### config.mk
export PLATFORM = sky130hd
export DESIGN_NAME = alu_sequencer
export DESIGN_NICKNAME = d
export VERILOG_FILES = /design/src/rtl/alu_pkg.sv /design/src/rtl/alu_core.sv /design/src/rtl/alu_sequencer.sv
export SDC_FILE = /design/constraint.sdc
export NUM_CORES = 1
export LEC_CHECK = 0
export BUFFER_PORTS_ARGS = -buffer_cell sky130_fd_sc_hd__buf_4
export CAP_MARGIN = 40
export CORE_ASPECT_RATIO = 1.75
export CORE_UTILIZATION = 44
export DETAILED_ROUTE_END_ITERATION = 10
export SYNTH_ARGS = -nofsm -noshare
export SYNTH_HDL_FRONTEND = slang
export SYNTH_HIERARCHICAL = 1
export SYNTH_SLANG_ARGS = --single-unit
### constraint.sdc
create_clock -name clk -period 5 [get_ports clk]
set_input_delay 1.5 -clock clk [delete_from_list [all_inputs] [get_ports clk]]
set_output_delay 1.5 -clock clk [all_outputs]
set_load 0.01 [all_outputs]
### src/rtl/alu_pkg.sv
// Shared definitions for the ALU sequencer: widths, opcodes, FSM states and
// the latched command record.
package alu_pkg;

    localparam int unsigned DATA_W = 16;
    localparam int unsigned HALF_W = DATA_W / 2;
    localparam int unsigned REG_N  = 4;
    localparam int unsigned REG_AW = 2;
    localparam int unsigned OP_W   = 3;
    localparam int unsigned RPT_W  = 4;

    typedef enum logic [OP_W-1:0] {
        OP_NEG  = 3'd0,   // -A
        OP_INC  = 3'd1,   // A + 1
        OP_ADC  = 3'd2,   // A + B + C
        OP_HALF = 3'd3,   // A + (B >>> 1), B signed
        OP_AND  = 3'd4,   // A & B
        OP_OR   = 3'd5,   // A | B
        OP_PACK = 3'd6,   // {A[7:0], B[7:0]}
        OP_ZERO = 3'd7    // 0
    } alu_op_e;

    typedef enum logic [1:0] {
        ST_IDLE = 2'd0,
        ST_EXEC = 2'd1,
        ST_DONE = 2'd2
    } seq_state_e;

    // Command fields held for the duration of a multi-cycle operation.
    typedef struct packed {
        alu_op_e           op;
        logic [REG_AW-1:0] dst;
        logic [REG_AW-1:0] srca;
        logic [REG_AW-1:0] srcb;
        logic              cin;
    } cmd_fields_t;

endpackage

### src/rtl/alu_core.sv
// Combinational ALU datapath.
// Ports: a, b   - operands
//        c      - carry-in (used by OP_ADC only)
//        op     - operator
//        w      - 16-bit wrapped result
//        zero   - w == 0
//        neg    - w[15]
module alu_core
    import alu_pkg::*;
(
    input  logic [DATA_W-1:0] a,
    input  logic [DATA_W-1:0] b,
    input  logic              c,
    input  alu_op_e           op,
    output logic [DATA_W-1:0] w,
    output logic              zero,
    output logic              neg
);

    // Result select; all arithmetic wraps at DATA_W bits.
    always_comb begin
        w = '0;
        case (op)
            OP_NEG:  w = DATA_W'(0) - a;
            OP_INC:  w = a + DATA_W'(1);
            OP_ADC:  w = a + b + DATA_W'(c);
            OP_HALF: w = a + DATA_W'($signed(b) >>> 1);
            OP_AND:  w = a & b;
            OP_OR:   w = a | b;
            OP_PACK: w = {a[HALF_W-1:0], b[HALF_W-1:0]};
            OP_ZERO: w = '0;
        endcase
    end

    assign zero = (w == '0);
    assign neg  = w[DATA_W-1];

endmodule

### src/rtl/alu_sequencer.sv
// Four-register ALU sequencer: accepts load or ALU commands, repeats ALU
// operations cmd_rpt+1 times with write-back each cycle, then presents the
// final value until the consumer takes it.
// Ports: clk, rst          - clock, synchronous active-high reset
//        cmd_*             - command handshake and fields
//        res_valid/ready   - result handshake
//        res_data/zero/neg - final value and its flags
//        busy              - sequencer not idle
module alu_sequencer
    import alu_pkg::*;
(
    input  logic              clk,
    input  logic              rst,
    input  logic              cmd_valid,
    output logic              cmd_ready,
    input  logic              cmd_load,
    input  logic [OP_W-1:0]   cmd_op,
    input  logic [REG_AW-1:0] cmd_dst,
    input  logic [REG_AW-1:0] cmd_srca,
    input  logic [REG_AW-1:0] cmd_srcb,
    input  logic              cmd_cin,
    input  logic [RPT_W-1:0]  cmd_rpt,
    input  logic [DATA_W-1:0] cmd_imm,
    output logic              res_valid,
    input  logic              res_ready,
    output logic [DATA_W-1:0] res_data,
    output logic              res_zero,
    output logic              res_neg,
    output logic              busy
);

    seq_state_e        state;
    seq_state_e        next_state;
    cmd_fields_t       cmd_q;
    logic [RPT_W-1:0]  cnt;
    logic [DATA_W-1:0] regs [REG_N];
    logic              accept;
    logic [DATA_W-1:0] alu_w;
    logic              alu_zero;
    logic              alu_neg;

    assign accept = cmd_valid && (state == ST_IDLE);

    // Single shared datapath; operands come from live register contents so
    // dst == src accumulates across iterations.
    alu_core u_core (
        .a    (regs[cmd_q.srca]),
        .b    (regs[cmd_q.srcb]),
        .c    (cmd_q.cin),
        .op   (cmd_q.op),
        .w    (alu_w),
        .zero (alu_zero),
        .neg  (alu_neg)
    );

    // State register.
    always_ff @(posedge clk) begin
        if (rst) begin
            state <= ST_IDLE;
        end else begin
            state <= next_state;
        end
    end

    // Next-state logic.
    always_comb begin
        next_state = state;
        case (state)
            ST_IDLE: begin
                if (accept) begin
                    next_state = cmd_load ? ST_DONE : ST_EXEC;
                end
            end
            ST_EXEC: begin
                if (cnt == '0) begin
                    next_state = ST_DONE;
                end
            end
            ST_DONE: begin
                if (res_ready) begin
                    next_state = ST_IDLE;
                end
            end
            default: next_state = ST_IDLE;
        endcase
    end

    // Register file, command latch, iteration counter and result outputs.
    // Status outputs are registered from next_state so they track state.
    always_ff @(posedge clk) begin
        if (rst) begin
            for (int i = 0; i < REG_N; i++) begin
                regs[i] <= '0;
            end
            cmd_q     <= '0;
            cnt       <= '0;
            res_data  <= '0;
            res_zero  <= 1'b1;
            res_neg   <= 1'b0;
            cmd_ready <= 1'b1;
            res_valid <= 1'b0;
            busy      <= 1'b0;
        end else begin
            cmd_ready <= (next_state == ST_IDLE);
            res_valid <= (next_state == ST_DONE);
            busy      <= (next_state != ST_IDLE);

            if (accept) begin
                cmd_q.op   <= alu_op_e'(cmd_op);
                cmd_q.dst  <= cmd_dst;
                cmd_q.srca <= cmd_srca;
                cmd_q.srcb <= cmd_srcb;
                cmd_q.cin  <= cmd_cin;
                if (cmd_load) begin
                    regs[cmd_dst] <= cmd_imm;
                    res_data      <= cmd_imm;
                    res_zero      <= (cmd_imm == '0);
                    res_neg       <= cmd_imm[DATA_W-1];
                end else begin
                    cnt <= cmd_rpt;
                end
            end

            if (state == ST_EXEC) begin
                regs[cmd_q.dst] <= alu_w;
                res_data        <= alu_w;
                res_zero        <= alu_zero;
                res_neg         <= alu_neg;
                if (cnt != '0) begin
                    cnt <= cnt - RPT_W'(1);
                end
            end
        end
    end

endmodule

=== After elaboration in Yosys (flattened, before gate mapping) ===
Memory sizes are Yosys's and may differ from the RTL's. A register that Yosys moved wholly into a read port is not among the register bits.
Cells that the tools add are included.

* Bits in registers: 37
* RAM bits: 64
* Memories kept: 1

{| class="wikitable"
|+ Memories
! name !! depth !! bits a word !! rd ports !! clocked after memory_dff !! write ports !! RTL line !! RTL
|-
| regs || 4 || 16 || 2 || 2 || 4 || alu_sequencer.sv:36 || <nowiki>logic [DATA_W-1:0] regs [REG_N];</nowiki>
|}

* Add/subtract/negate cells: 6
* Equality and inequality tests: 10
* Mux-type cells: 38
* Bitwise gates (word level): 2
* Reduce and logical (&&, ||, !) cells: 14

{| class="wikitable"
|+ Operators with widths
! cell !! count
|-
| case mux 16 bit (8 select lines) || 1
|-
| two-way mux 16 bit || 5
|-
| adder 16 bit || 2
|-
| logical NOT 16 bit || 2
|-
| OR reduction 16 bit || 2
|-
| two-way mux 2 bit || 10
|-
| two-way mux 1 bit || 17
|-
| adder 16 x 1 -> 16 bit || 1
|-
| adder 16 x 1 -> 16 bit (second input constant) || 1
|-
| AND 16 bit || 1
|-
| two-way mux 4 bit || 4
|-
| bitwise OR 16 bit || 1
|-
| subtractor 1 x 16 -> 16 bit (first input constant) || 1
|-
| equality test 3 bit (second input constant) || 4
|-
| equality test 3 x 2 -> 1 bit (second input constant) || 2
|-
| case mux 2 bit (3 select lines) || 1
|-
| nonzero test 2 bit || 3
|-
| equality test 2 bit (second input constant) || 2
|-
| logical NOT 2 bit || 2
|-
| logical NOT 4 bit || 1
|-
| nonzero test 4 bit || 1
|-
| subtractor 4 x 1 -> 4 bit (second input constant) || 1
|-
| equality test 3 x 1 -> 1 bit (second input constant) || 1
|-
| logical NOT 3 bit || 1
|-
| 3 further kinds || 3
|}

=== Depth between registers and ports, before layout ===
Gate-level depths: netlist of the first run.

* Word-level depth: 8
* Depth in mapped cells: 18

=== By module ===
Netlist of the first run, hierarchy kept.

{| class="wikitable"
|+ Modules (own cells, without submodules)
! module !! times used !! cells each !! area each (sq um)
|-
| alu_sequencer || 1 || 413 || 4894.7
|-
| alu_core || 1 || 445 || 3015.4
|}

=== Least setup slack after synthesis of the first run ===
Ideal clock, no wire load.

* Path type: reg-to-reg
* Start point: reg (tool-made name)
* End point: reg res_zero
* Arrival: 4.417 ns
* Required time: 4.938 ns
* Path slack: 0.521 ns
* Stages on the path, launching flop included: 16
* Buffers on the path: 1
* Path through: dfxtp_1 > buf_2 > mux4_2 > fa_1 > fa_1 > a211oi_1 > o21bai_1 > a21oi_1 > o21bai_1 > xor2_1 > a211o_1 > or4b_1 > or4_1 > nor4_2 > a21oi_1 > nand3_1

{| class="wikitable"
|+ RTL lines
! what !! RTL line !! RTL
|-
| end signal: assignment || alu_sequencer.sv:117 || <nowiki>res_zero <= (cmd_imm == '0);</nowiki>
|-
| end signal: assignment || alu_sequencer.sv:127 || <nowiki>res_zero <= alu_zero;</nowiki>
|-
| end: declaration || alu_sequencer.sv:27 || <nowiki>output logic res_zero,</nowiki>
|}

==> results of run 1 <==
-- area by class of cell --
class / count / share of cell area [%]
well taps: 231 / 3.19
inverters: 60 / 2.49
repair buffers: 91 / 7.73
clock inverters: 4 / 0.553
clock buffers: 12 / 2.85
flip-flops and latches: 105 / 30.3
multi-input cells: 646 / 52.9
-- tightest hold or removal path, delay by kind of cell, from the launching register on --
family | cells | cell delay (ns)
simple gates | 1 | 0.05
flops | 1 | 0.30
compound gates | 1 | 0.07
-- state kept, by name, summed over array words and instances, names as in the netlist, named ones only --
name,count
cmd_q,10
res_neg,1
regs,64
cnt,4
busy,1
state,2
res_zero,1
res_data,16
cmd_ready,1
res_valid,1
-- metrics by stage --
stage	setup slack, ns	std cells	cell area (µm²)	utilization [%]
after global routing	0.00920	1149	9050	51.6
after floorplan	0.521	858	7910	-
after CTS	0.0521	1146	8970	51.2
after global placement	0.152	1129	8660	49.4
final	0.278	1149	9050	51.6
after detailed placement	0.0829	1130	8670	49.4
-- power by group through the flow --
stage	clock network, mW	registers, mW	logic (mW)
6_report	0.721	1.04	0.971
5_1_grt	0.756	1.05	1.05
4_1_cts	0.727	1.04	0.943
3_5_place_dp	0	1.06	0.940
3_3_place_gp	0	1.05	0.938
2_1_floorplan	0	1.05	0.630
-- what timing repair did --
| action | 4_1_cts | 5_1_grt |
|---|---|---|
| setup buffers | 0 | 3 |
| endpoints found under the setup margin | 0 | 1 |
| endpoints found under the hold margin | 0 | 0 |
| hold buffers | 0 | 0 |
| gates resized for setup | 0 | 13 |
-- cells in the mapped netlist, types with 4 or more instances --
cell,number,share of area (%)
a211oi_1,11,1.0
a21o_1,9,0.85
a21oi_1,39,2.5
a221oi_1,5,0.55
a22oi_1,19,1.8
a31oi_1,4,0.32
a32oi_1,4,0.44
buf_2,19,1.2
clkbuf_1,22,1.0
dfxtp_1,41,10
edfxtp_1,64,24
ha_1,49,7.8
inv_1,59,2.8
mux2i_1,12,1.5
mux4_2,32,9.1
nand2_1,57,2.7
nand2b_1,11,0.87
nand3_1,9,0.57
nand4_1,7,0.55
nor2_1,125,5.9
nor2b_1,7,0.55
nor3_1,50,3.2
nor3_2,4,0.51
nor3b_1,6,0.57
nor4_1,22,1.7
o211ai_1,7,0.66
o21ai_0,36,2.3
o21bai_1,8,0.76
o22ai_1,11,0.87
or3_1,5,0.40
or4_1,4,0.38
xnor2_1,22,2.4
xor2_1,5,0.55
-- worst paths after layout --
check                             start                    end  slack, ns
setup reg to reg                   flop  res_zero$_SDFFE_PP1P_       0.28
hold / removal    cmd_q[4]$_SDFFE_PP0N_                   flop       0.47
hold reg to reg   cmd_q[4]$_SDFFE_PP0N_                   flop       0.47
setup / recovery                   flop  res_zero$_SDFFE_PP1P_       0.28
-- per-layer routing --
layer / vias to the layer above / GRT usage, % / part of all wire [%] / wire [µm]
met4: 0 / 14.7 / 5.3 / 1250
met5: - / 0 / 0 / 0
li1: 3294 / - / - / -
met1: 3256 / 28.9 / 37 / 8740
met3: 63 / 2.25 / 3.9 / 913
met2: 231 / 49.1 / 54 / 12600
-- kinds of logic (layout without fill, tap and decap cells) --
family | after synthesis | in the layout | share of synthesized area, %
AND/OR/NAND/NOR | 331 | 331 | 20.7
AO/OA/AOI/OAI | 191 | 191 | 16.7
buffers and inverters | 107 | 167 | 5.62
flip-flops | 105 | 105 | 34.7
adder cells (fa/ha/maj) | 52 | 52 | 8.51
multiplexers | 45 | 45 | 10.8
XOR/XNOR | 27 | 27 | 2.99
==> out/qor.txt, run 1 <==
status -> finished, final reports clean
ant diodes -> 0
Sinks on Clock Net -> 105
Fin Setup TNS -> 0 ns
GRT overflow -> 0
Reg clk slew, reported paths -> 0.07 ns
FF+latch area -> 0.00274 mm²
delay-heaviest family, CP -> simple AND/OR/NAND/NOR gates
mean routed wirelength per cell -> 20.4 µm
Clock Tree Buf Depth -> 2
Port Buffers -> 55
Top Ports -> 56
most common cell after layout, fill and taps aside -> nor2_1
Multi-input gate area -> 0.00479 mm²
actual slew at the worst max-slew pin -> 0.849 ns
CTS tree -> yes
Worst EP arrival -> 5.00 ns
peak supply drop -> 0.000270 V
GRT Total Usage -> 26.5%
Setup CP Type -> flop to flop
HP Class -> flop to flop
Worst setup SP type -> flop
Area Growth Syn to Fin -> 14.4%
Num CTS Buffers -> 9
FF+latch count, synth -> 105
Remaining DRCs -> 0
1st-iter DRT viols -> 284
die area -> 0.0185 mm²
Ys Warns -> 6
Synthesized Nets -> 945
Syn Area/Cell -> 9.22 µm²
RSZ-0062 raised after global routing -> false
DP HPWL -> 18.8 mm
Post-Syn Area -> 0.00791 mm²
Period Utilization, post-route -> 94.4%
count of final setup violators -> 0
sw frac -> 34.0%
first-pass GRT wire length -> 36.7 mm
Starting Density -> 45.1%
total power -> 2.73 mW
CP max stage delay -> 0.58 ns
Logic pwr share -> 35.6%
critical-path maximum fanout -> 3
Slew Viols, Final -> 0
Final min period -> 4.72 ns
vias in the first global route -> 6,878
Seq/Total Area, Yosys -> 34.7%
Final Wtd Congestion -> 0.963
Slowest-stage cell, CP -> mux4_2
FMAX -> 212 MHz
# fillers -> 1,611
EDFF count, synth -> 64
largest net degree at the start of global routing -> 50
first drt pass iteration count -> 5
most frequent cells in the layout -> nor2_1, buf_4, edfxtp_1
clock skew -> 0.00883 ns
worst path required time -> 5.28 ns
distinct cell type count after synthesis -> 79
Post-synth ARST share -> 0%
vias per cell -> 5.96
Clock Power Share -> 26.4%
Nets -> 1,000
Clock Latency Late Sink -> 0.34 ns
layout cells sized above 1 -> 18.2%
Register-to-Register Path Depth -> 14
Max-slew headroom -> 43.4%
chip width -> 103 µm
antenna viol nets, final -> 0
H-tree levels -> 3
cell count along the critical path -> 14
Switch Pwr -> 0.928 mW
worst path buffer plus inverter count -> 0
crit-path cells -> mux4_2, fa_2, fa_2, xnor2_1, o21ai_0, a2111oi_2, a21oi_1, or3_1, nor4_4, or4b_1, or4_1, nor4_2, a21oi_1, nand3_1
core area -> 0.0175 mm²
Int Power -> 1.80 mW
Reg power frac -> 38.0%
Hold Path Stages -> 2
Leak -> 3.51 nW
WL final -> 23.5 mm
PD cells -> 302 mW/mm²
Fin Hold WS -> 0.474 ns
Hold Fails Final Rpt -> 0
max-cap viol count -> 0
Synth Instances -> 858
die height -> 179 µm
clock root buffer master -> clkbuf_16
via count -> 6,844
num rows -> 64
Critical Path Sink Type -> flop
initial antenna violation count -> 0
ys flop type -> edfxtp_1
Power figures use the tool's default switching activity.
==> inputs of run 2 (changes only) <==
--- a/config.mk
+++ b/config.mk
@@ -7,7 +7,7 @@
 export LEC_CHECK = 0
 export BUFFER_PORTS_ARGS = -buffer_cell sky130_fd_sc_hd__buf_4
 export CAP_MARGIN = 40
-export CORE_ASPECT_RATIO = 1.75
+export CORE_ASPECT_RATIO = 0.8
 export CORE_UTILIZATION = 44
 export DETAILED_ROUTE_END_ITERATION = 10
 export SYNTH_ARGS = -nofsm -noshare
==> out/qor.txt, run 2 (synthesized netlist as in run 1, its figures left out) <==
status -> finished, final reports clean
GRT overflow -> 0
WL final -> 23.0 mm
PD cells -> 299 mW/mm²
Reg power frac -> 38.9%
Clock Tree Buf Depth -> 2
Logic pwr share -> 35.9%
Fin Setup TNS -> 0 ns
Clock Power Share -> 25.2%
worst path buffer plus inverter count -> 3
Int Power -> 1.72 mW
Starting Density -> 45.2%
crit-path cells -> buf_12, mux4_2, inv_1, nand3_1, ha_1, inv_1, fa_1, nor2b_1, o2111a_1, a2111oi_2, xor2_1, o221ai_1, nor4_2, or4b_1, or4_1, nor4_2, a21oi_1, nand3_1
GRT Total Usage -> 25.1%
Critical Path Sink Type -> flop
Final min period -> 4.81 ns
Hold Path Stages -> 2
layout cells sized above 1 -> 17.4%
biggest regs -> regs x64, res_data x16, cmd_q x10
1st-iter DRT viols -> 839
FF-to-FF End -> res_zero$_SDFFE_PP1P_
Worst EP arrival -> 5.10 ns
H-tree levels -> 3
die height -> 122 µm
most frequent cells in the layout -> nor2_1, buf_4, edfxtp_1
delay-heaviest family, CP -> simple AND/OR/NAND/NOR gates
total power -> 2.68 mW
critical-path maximum fanout -> 15
Max-slew headroom -> 36.8%
Slew Viols, Final -> 0
Fin Hold WS -> 0.465 ns
vias in the first global route -> 6,231
first drt pass iteration count -> 6
Top Ports -> 56
vias per cell -> 6.02
clock skew -> 0.00698 ns
Area Growth Syn to Fin -> 13.0%
Period Utilization, post-route -> 96.2%
Final Wtd Congestion -> 0.969
CP max stage delay -> 0.58 ns
Port Buffers -> 55
count of final setup violators -> 0
HP Class -> flop to flop
clock root buffer master -> clkbuf_16
mean routed wirelength per cell -> 20.2 µm
antenna viol nets, final -> 0
worst path required time -> 5.30 ns
Slowest-stage cell, CP -> mux4_2
sw frac -> 35.8%
Num CTS Buffers -> 9
Largest register FFs -> 64
hold_sp -> cmd_q[2]$_SDFFE_PP0N_
Leak -> 3.48 nW
Final Cell Area -> 0.00894 mm²
Sinks on Clock Net -> 105
chip width -> 152 µm
Switch Pwr -> 0.958 mW
first-pass GRT wire length -> 35.7 mm
Post-DP Area -> 0.00863 mm²
via count -> 6,853
Remaining DRCs -> 0
die area -> 0.0185 mm²
Reg clk slew, reported paths -> 0.07 ns
Clock Latency Late Sink -> 0.36 ns
ant diodes -> 0
max-cap viol count -> 0
peak supply drop -> 0.000197 V
Worst setup SP type -> flop
most common cell after layout, fill and taps aside -> nor2_1
Nets -> 995
Register-to-Register Path Depth -> 18
r2r setup slk -> 0.19 ns
CTS tree -> yes
post-CTS setup repair buffer count -> 0
DP HPWL -> 17.7 mm
initial antenna violation count -> 0
Top reg by flops -> regs
final core utilization -> 51.1%
Hold Fails Final Rpt -> 0
num rows -> 43
largest net degree at the start of global routing -> 50
Setup CP Type -> flop to flop
FMAX -> 208 MHz
core area -> 0.0175 mm²
actual slew at the worst max-slew pin -> 0.943 ns
==> run 2: worst max-delay path by stage <==
stage               cells after the start               endpoint  slack (ns)
floorplan                              15  res_zero$_SDFFE_PP1P_        0.52
global route                           18  res_zero$_SDFFE_PP1P_       -0.02
global placement                       18  res_zero$_SDFFE_PP1P_        0.24
CTS                                    18  res_zero$_SDFFE_PP1P_        0.11
detailed placement                     18  res_zero$_SDFFE_PP1P_        0.16
finish                                 18  res_zero$_SDFFE_PP1P_        0.19
==> run 2: cell type report <==
type	instances	area, µm²
Clock inverter	7	53.8
Timing Repair Buffer	86	662
Multi-Input combinational cell	646	4750
Sequential cell	105	2740
Tap cell	225	282
Fill cell	1622	8540
Inverter	60	225
Clock buffer	9	225
==> run 2: worst register-to-register path: stages (launching register included) <==
cell	delay [ns]
dfxtp_1	0.41
buf_12	0.20
mux4_2	0.59
inv_1	0.11
nand3_1	0.08
ha_1	0.24
inv_1	0.08
fa_1	0.20
nor2b_1	0.09
o2111a_1	0.26
a2111oi_2	0.37
xor2_1	0.31
o221ai_1	0.25
nor4_2	0.29
or4b_1	0.45
or4_1	0.49
nor4_2	0.15
a21oi_1	0.09
nand3_1	0.10
==> run 2: what timing repair did <==
item | 4_1_cts | 5_1_grt
setup endpoints to repair | 0 | 1
endpoints found under the hold margin | 0 | 0
resized for setup | 0 | 7
hold buffers | 0 | 0
==> run 2: power by group through the flow <==
stage	registers (mW)	logic [mW]	clock network, mW
2_1_floorplan	1.05	0.630	0
3_3_place_gp	1.06	0.937	0
3_5_place_dp	1.06	0.936	0
4_1_cts	1.04	0.941	0.681
5_1_grt	1.05	1.04	0.716
6_report	1.04	0.960	0.675
==> run 2: layer usage <==
| layer | wire length [µm] | track usage (%) |
|---|---|---|
| met5 | 0 | 0 |
| met4 | 269 | 6.63 |
| met3 | 1970 | 4.94 |
| met1 | 11600 | 39.1 |
| met2 | 9120 | 34.6 |
==> run 2: stage by stage <==
step / setup slack [ns] / instances
final: 0.192 / 1138
after global routing: -0.0242 / 1138
after CTS: 0.106 / 1138
after detailed placement: 0.156 / 1122
after global placement: 0.241 / 1122
after floorplan: 0.521 / 858
